File: src/rtl/wb_trace_pkg.sv
// wb_trace_pkg: shared size constants for the write-back trace FIFO
//   TRACE_DW    write-back data width (WIDTH+1 of the processing unit)
//   TRACE_DEPTH FIFO entries, power of two
//   TRACE_SW    cycle-stamp width
//   TRACE_DCW   dropped-entry counter width
package wb_trace_pkg;
    localparam int TRACE_DW    = 17;
    localparam int TRACE_DEPTH = 8;
    localparam int TRACE_SW    = 16;
    localparam int TRACE_DCW   = 8;
endpackage

File: src/rtl/wb_trace_ram.sv
// wb_trace_ram: DEPTH x W storage, one synchronous write port, one asynchronous read port
//   clk    clock
//   we     write enable, writes wdata to mem[waddr] at the rising edge
//   waddr  write address
//   wdata  write data
//   raddr  read address
//   rdata  mem[raddr], combinational
module wb_trace_ram #(
    parameter int DEPTH = 8,
    parameter int W     = 33
) (
    input  logic                     clk,
    input  logic                     we,
    input  logic [$clog2(DEPTH)-1:0] waddr,
    input  logic [W-1:0]             wdata,
    input  logic [$clog2(DEPTH)-1:0] raddr,
    output logic [W-1:0]             rdata
);
    logic [W-1:0] mem [DEPTH];
    always_ff @(posedge clk)
        if (we) mem[waddr] <= wdata;
    assign rdata = mem[raddr];
endmodule

File: src/rtl/wb_trace.sv
// wb_trace: stamped FIFO trace of register write-backs, drained over valid/ready, never stalls
//   clk, rst             clock, synchronous active-high reset
//   we, rwd              write-back strobe and data
//   clr                  clears overflow and drop_cnt (FIFO untouched)
//   out_valid/out_ready  first-word-fall-through head handshake
//   out_data, out_stamp  head entry data and cycle stamp
//   count                occupancy 0..DEPTH
//   overflow, drop_cnt   sticky drop flag, saturating drop counter
module wb_trace
    import wb_trace_pkg::*;
#(
    parameter int DW    = TRACE_DW,
    parameter int DEPTH = TRACE_DEPTH,
    parameter int SW    = TRACE_SW,
    parameter int DCW   = TRACE_DCW
) (
    input  logic                   clk,
    input  logic                   rst,
    input  logic                   we,
    input  logic [DW-1:0]          rwd,
    input  logic                   clr,
    output logic                   out_valid,
    input  logic                   out_ready,
    output logic [DW-1:0]          out_data,
    output logic [SW-1:0]          out_stamp,
    output logic [$clog2(DEPTH):0] count,
    output logic                   overflow,
    output logic [DCW-1:0]         drop_cnt
);
    localparam int AW = $clog2(DEPTH);
    logic [AW-1:0]    wr_ptr, rd_ptr;
    logic [SW-1:0]    stamp;
    logic [SW+DW-1:0] head;
    logic             pop, full, push_acc, drop;
    assign out_valid = count != '0;
    assign pop       = out_valid & out_ready;
    assign full      = count == (AW+1)'(DEPTH);
    // a full FIFO still accepts a push when the head leaves in the same cycle
    assign push_acc  = we & (~full | pop);
    assign drop      = we & full & ~pop;
    assign {out_stamp, out_data} = head;
    wb_trace_ram #(.DEPTH(DEPTH), .W(SW+DW)) u_trace_ram (
        .clk   (clk),
        .we    (push_acc & ~rst),
        .waddr (wr_ptr),
        .wdata ({stamp, rwd}),
        .raddr (rd_ptr),
        .rdata (head)
    );
    always_ff @(posedge clk) begin
        if (rst) begin
            wr_ptr   <= '0;
            rd_ptr   <= '0;
            count    <= '0;
            stamp    <= '0;
            overflow <= 1'b0;
            drop_cnt <= '0;
        end else begin
            stamp    <= stamp + SW'(1);
            wr_ptr   <= push_acc ? wr_ptr + AW'(1) : wr_ptr;
            rd_ptr   <= pop ? rd_ptr + AW'(1) : rd_ptr;
            count    <= count + (AW+1)'(push_acc) - (AW+1)'(pop);
            // a drop in the clr cycle wins over the clear
            overflow <= drop | (overflow & ~clr);
            drop_cnt <= drop ? (clr ? DCW'(1) : (&drop_cnt ? drop_cnt : drop_cnt + DCW'(1)))
                             : (clr ? '0 : drop_cnt);
        end
    end
endmodule
File: config.mk
export PLATFORM = sky130hd
export DESIGN_NAME = wb_trace
export DESIGN_NICKNAME = d
export VERILOG_FILES = /design/src/rtl/wb_trace_pkg.sv /design/src/rtl/wb_trace_ram.sv /design/src/rtl/wb_trace.sv
export SDC_FILE = /design/constraint.sdc
export NUM_CORES = 1
export LEC_CHECK = 0
export CORE_AREA = 10 10 189 138
export DETAILED_ROUTE_END_ITERATION = 16
export DIE_AREA = 0 0 199 148
export PLACE_DENSITY = 0.77
export SLEW_MARGIN = 20
export SYNTH_ARGS = -nofsm -noshare
export SYNTH_HDL_FRONTEND = slang
export SYNTH_SLANG_ARGS = --single-unit
File: constraint.sdc
create_clock -name clk -period 5.8 [get_ports clk]
set_clock_uncertainty 0.2 [all_clocks]
set_input_delay 0.87 -clock clk [delete_from_list [all_inputs] [get_ports clk]]
set_output_delay 0.87 -clock clk [all_outputs]
set_load 0.05 [all_outputs]
# [Word level (Yosys, flattened, before mapping)]
# Memories as Yosys holds them, arrays and structs flattened. A register that Yosys moved wholly into a read port is not among the register bits.
# Index checks and enable logic that the tools add are counted.
[classes] add_sub_neg=6 eq_ne=2 mux=8 n_bitwise=12 n_reduce_logical=4
[op_table] cell="8-bit 2-to-1 mux" n=4
[op_table] cell="16-bit by 1-bit adder with 16-bit output, second input constant" n=1
[op_table] cell="8-bit by 1-bit adder with 8-bit output, second input constant" n=1
[op_table] cell="8-bit AND reduction" n=1
[op_table] cell="3-bit by 1-bit adder with 3-bit output, second input constant" n=2
[op_table] cell="1-bit bitwise AND" n=6
[op_table] cell="3-bit 2-to-1 mux" n=2
[op_table] cell="4-bit by 1-bit adder with 4-bit output" n=1
[op_table] cell="4-bit == test, second input constant" n=1
[op_table] cell="1-bit inverter" n=4
[op_table] cell="4-bit nonzero test" n=1
[op_table] cell="4-bit by 1-bit subtractor with 4-bit output" n=1
[op_table] cell="1-bit 2-to-1 mux" n=2
[op_table] cell="2-bit != test, second input constant" n=1
[op_table] cell="1-bit OR" n=2
[op_table] cell="2-bit AND reduction" n=1
[op_table] cell="2-bit nonzero test" n=1
[totals] register_bits=35 ram_bits=264 inputBits=22 output_inout_bits=47 elab_cells=39 memories=1
[mem_list] name="u_trace_ram.mem" words=8 word_bits=33 read_ports=1 rd_clocked_by_memory_dff=1 wr=1 line_no="wb_trace_ram.sv:19" text="logic [W-1:0] mem [DEPTH];"

# [Longest topological paths before layout]
[depth] ltp_word=7 mapped_depth=12 mapped_depth_nobuf=12

# [Hierarchy]
# Synthesis repeated with hierarchy kept, for this count alone.
[unflattened] hier_cells=585 hier_area_um2=11661.2
[modules_own_cells] mod="wb_trace_ram" n_inst=1 cells_each=394 area_each_um2=9979.6 seq_area_each_um2=7927.6
[modules_own_cells] mod="wb_trace" n_inst=1 cells_each=191 area_each_um2=1681.6 seq_area_each_um2=700.7

# [Worst setup path after synthesis]
# Ideal clock, no wire load.
[synth_timing] path_type="flip-flop to flip-flop" from="register count[2]" to="memory u_trace_ram.mem[0][0] (enable)" setup_time_ps=518 arrival_ps=5188 t_required_ps=5082 setup_slack_ps=-106 stages_incl_launch_ff=7 n_path_buf=0 period_less_slack_ps=5906 cell_sequence="dfxtp_1 -> inv_1 -> ha_1 -> nand2b_1 -> a31oi_1 -> inv_2 -> nor4b_1"
[synth_via] elab_chain_cells=7 elab_cells_between_ends=9 cone_classes="eq/ne: 1; mux: 2; bitwise: 5; reduce/logical: 1"
[synth_rtl] element="start: declaration" line_no="wb_trace.sv:26" text="output logic [$clog2(DEPTH):0] count,"
[synth_rtl] element="start signal: assignment" line_no="wb_trace.sv:62" text="count <= count + (AW+1)'(push_acc) - (AW+1)'(pop);"
[synth_rtl] element="4-bit nonzero test or 4-bit == test (tied branches)" line_no="wb_trace.sv:35, wb_trace.sv:37"
[synth_rtl] element="1-bit bitwise AND or 1-bit inverter (tied branches)" line_no="wb_trace.sv:36, wb_trace.sv:39"
[synth_rtl] element="1-bit OR (*)" line_no="wb_trace.sv:39" text="assign push_acc = we & (~full | pop);"
[synth_rtl] element="1-bit bitwise AND (*)" line_no="wb_trace.sv:39"
[synth_rtl] element="1-bit bitwise AND (*)" line_no="wb_trace.sv:44" text=".we (push_acc & ~rst),"
[synth_rtl] element="1-bit 2-to-1 mux (*)" line_no="wb_trace_ram.sv:21" text="if (we) mem[waddr] <= wdata;"
[synth_rtl] element="1-bit 2-to-1 mux (implied by the code) (*)" line_no="wb_trace_ram.sv:21"
[synth_rtl] element="end: declaration" line_no="wb_trace_ram.sv:19"
# Every way passes the cells marked *; elsewhere a longest branch is shown, timed or not.

==> flow_summary.ini <==
[worst_setup_path]
worst_path_max_delay_cell = dfxtp_4
required_ns = 4.73
worstPathArrival_ns = 3.43
crit_family = buffers and inverters
start_kind = flop
path_cells = buf_4 > mux4_2 > mux2_2 > clkdlybuf4s50_1
crit_fanout = 33
rr_startpoint = count[2]
r2r_slack_ns = 2.50
cpPeakStageDelay_ns = 0.77
critical_path_class = flop to output port
timing.rr.end = u_trace_ram.mem[3][17]
path_buf_inv = 2
endpoint_kind = output port
ff2ff_path_depth = 7

[drt]
drtAntennaViolNets = 0
drt_iter0_drc = 612
drt_wl_total_mm = 23.05
vias = 5846
drcViolationCount = 0
viasPerCell = 5.929
dr.pass1.iters = 6
wl_per_cell_um = 23.37

[timing]
min_period_ns = 4.499
worst_pin_slew_ns = 1.118
fin_crit_sh_pct = 77.56
tns_ns = 0
finalHoldViolCount = 0
slew_violations = 0
fin_ws_ns = 1.301
rsz0062_at_grt = false
finalSetupViolCount = 0
relSlewSlack_pct = 25.47
max_freq_ghz = 0.2223

[synth]
ys_seq_area_share_pct = 74.27
synth_fp_nets = 620
synth_cell_types = 49
synth_area_sq_um = 11700
synth_edf_count = 264
yosysWarningCount = 0
ys_ff_latch = 302
netlist_instances = 587
async_flop_share_pct = 0
synth_ff_type = edfxtp_1
syn_area_per_cell_sq_um = 19.93

[global_route]
grt_pass1_vias = 6152
grt_pass1_wl_mm = 36.50
antenna_found_initial = 0
grtUsageTotal_pct = 15.89
globalRouteOverflowTotal = 0
grt_max_degree = 34

[power_and_ir_drop]
vdd_drop_max_uv = 313.7
p_per_area_nw_per_um2 = 427.4
p_leak_nw = 4.432

[placed_design]
hpwl_mm = 13.83
place_congestion = 0.7929
pre_cts_slack_ns = 1.758
placed_cells = 934
port_buffers = 68

[floorplan]
core_sq_um = 22330
die_x_um = 199
die_h_um = 148
io_pins = 69
dieArea_sq_um = 29450
initial_core_util_pct = 52.39
fp-row-count = 46

[cells_and_area]
n_antenna_cell = 0
synthToLayoutAreaGrowth_pct = 17.98
seqCellArea_sq_um = 8695
drive_above_1_share_pct = 26.07
nNetsFinal = 709
multi_input_area_sq_um = 2920
nFillCells = 1559
fin_cells = 986

[clock_network]
clock-sinks = 302
post-cts-setup-buffers = 0
path_clk_slew_ns = 0.06
cts-root-buf = clkbuf_16
cts_hold_buf = 0
cts_buffers = 28
h-tree-depth = 1
cts_max_path_buffers = 3
cts_tree = built
clk_latency_ns = 0.52
cts_resized = 0

[worst_hold_path]
hold_depth = 2
hold_start = rd_ptr[1]
hold_class = flop to flop

[run]
timing.max_cap.violations = 0

[outcome]
status = completed
-- power breakdown --
| group | total (mW) | internal (mW) | switching (mW) |
|---|---|---|---|
| clock | 1.86 | 1.12 | 0.746 |
| sequential | 2.56 | 2.44 | 0.116 |
| combinational | 1.48 | 0.657 | 0.821 |
| total | 5.90 | 4.22 | 1.68 |
-- layout by cell type, fill, tap and decap left out, drive strengths merged, types with 3 or more instances in the layout --
cell / n
edfxtp: 264
clkdlybuf4s50: 68
mux4: 66
dfxtp: 38
clkbuf: 35
mux2: 34
nor2: 28
buf: 16
a21oi: 12
clkinv: 12
inv: 11
nand3: 11
ha: 10
nand2: 10
xor2: 8
xnor2: 7
and3: 6
nor4: 6
o31ai: 5
nand4: 5
nand2b: 4
nor2b: 4
or4: 4
bufinv: 4
nor3: 3
-- Yosys cell counts (all sizes together) (5+ instances only) --
master	instances	share of area, %
edfxtp	264	68
mux4	66	13
dfxtp	38	6.5
mux2	34	3.3
nor2	28	0.90
buf	14	0.50
a21oi	12	0.51
clkbuf	11	0.35
inv	11	0.35
nand3	11	0.51
ha	10	1.1
nand2	10	0.41
xor2	8	0.60
xnor2	7	0.52
and3	6	0.32
nor4	6	0.32
nand4	5	0.32
o31ai	5	0.32
-- routing by layer --
layer | up-vias | GRT usage, % | share of wire (%)
met2 | 189 | 25.61 | 48
met5 | - | 0 | 0
li1 | 2569 | - | -
met4 | 0 | 2.510 | 0.98
met3 | 20 | 2.994 | 5.6
met1 | 3068 | 22.45 | 45
-- area by class of cell --
| class | instances | share of cell area [%] |
|---|---|---|
| multi-input combinational | 249 | 21.16 |
| clock inverter | 17 | 1.333 |
| timing repair buffer | 84 | 6.038 |
| sequential | 302 | 63.00 |
| tap | 288 | 2.611 |
| inverter | 11 | 0.2992 |
| clock buffer | 35 | 5.566 |
-- cells by family after synthesis --
group | after synthesis | share of synthesized area, %
flops | 302 | 74.27
mux | 101 | 16.06
simple gates | 92 | 4.396
buf+inv | 36 | 1.209
compound gates | 30 | 1.701
xor+xnor | 15 | 1.123
fa+ha+maj | 11 | 1.241
-- worst reg2reg max path, cell delays in order, from the launching register on --
cell	delay (ns)
dfxtp_1	0.34
inv_1	0.08
ha_1	0.20
nand2b_1	0.17
a31oi_1	0.58
nand3b_1	0.39
nor3b_2	0.70
buf_12	0.30
-- stage by stage --
step	cell area (sq um)	hold slack (ns)	power (mW)	util, %
finish	13800	0.2783	5.899	61.81
global placement	12820	0.2638	4.076	57.42
detailed placement	12850	0.2706	4.112	57.54
global route	13800	0.3215	6.136	61.81
CTS	13800	0.2794	5.973	61.81
floorplan	11710	0.2541	3.667	-
-- worst max path at each step --
stage / startpoint / end / slack [ns] / depth (start not counted)
floorplan: count[2] / u_trace_ram.mem[5][0] / 0.15 / 6
global placement: flop / out_stamp[0] / 1.79 / 4
detailed placement: flop / out_stamp[8] / 1.76 / 4
CTS: flop / out_stamp[8] / 1.17 / 4
global route: flop / out_stamp[0] / 1.07 / 4
finish: flop / out_stamp[8] / 1.30 / 4
-- flip-flops by register name (all words and copies together) (netlist names), named ones only --
| register | count |
|---|---|
| u_trace_ram.mem | 264 |
| stamp | 16 |
| drop_cnt | 8 |
| count | 4 |
| rd_ptr | 3 |
| wr_ptr | 3 |
| overflow | 1 |
(Power assumes the default switching activity.)
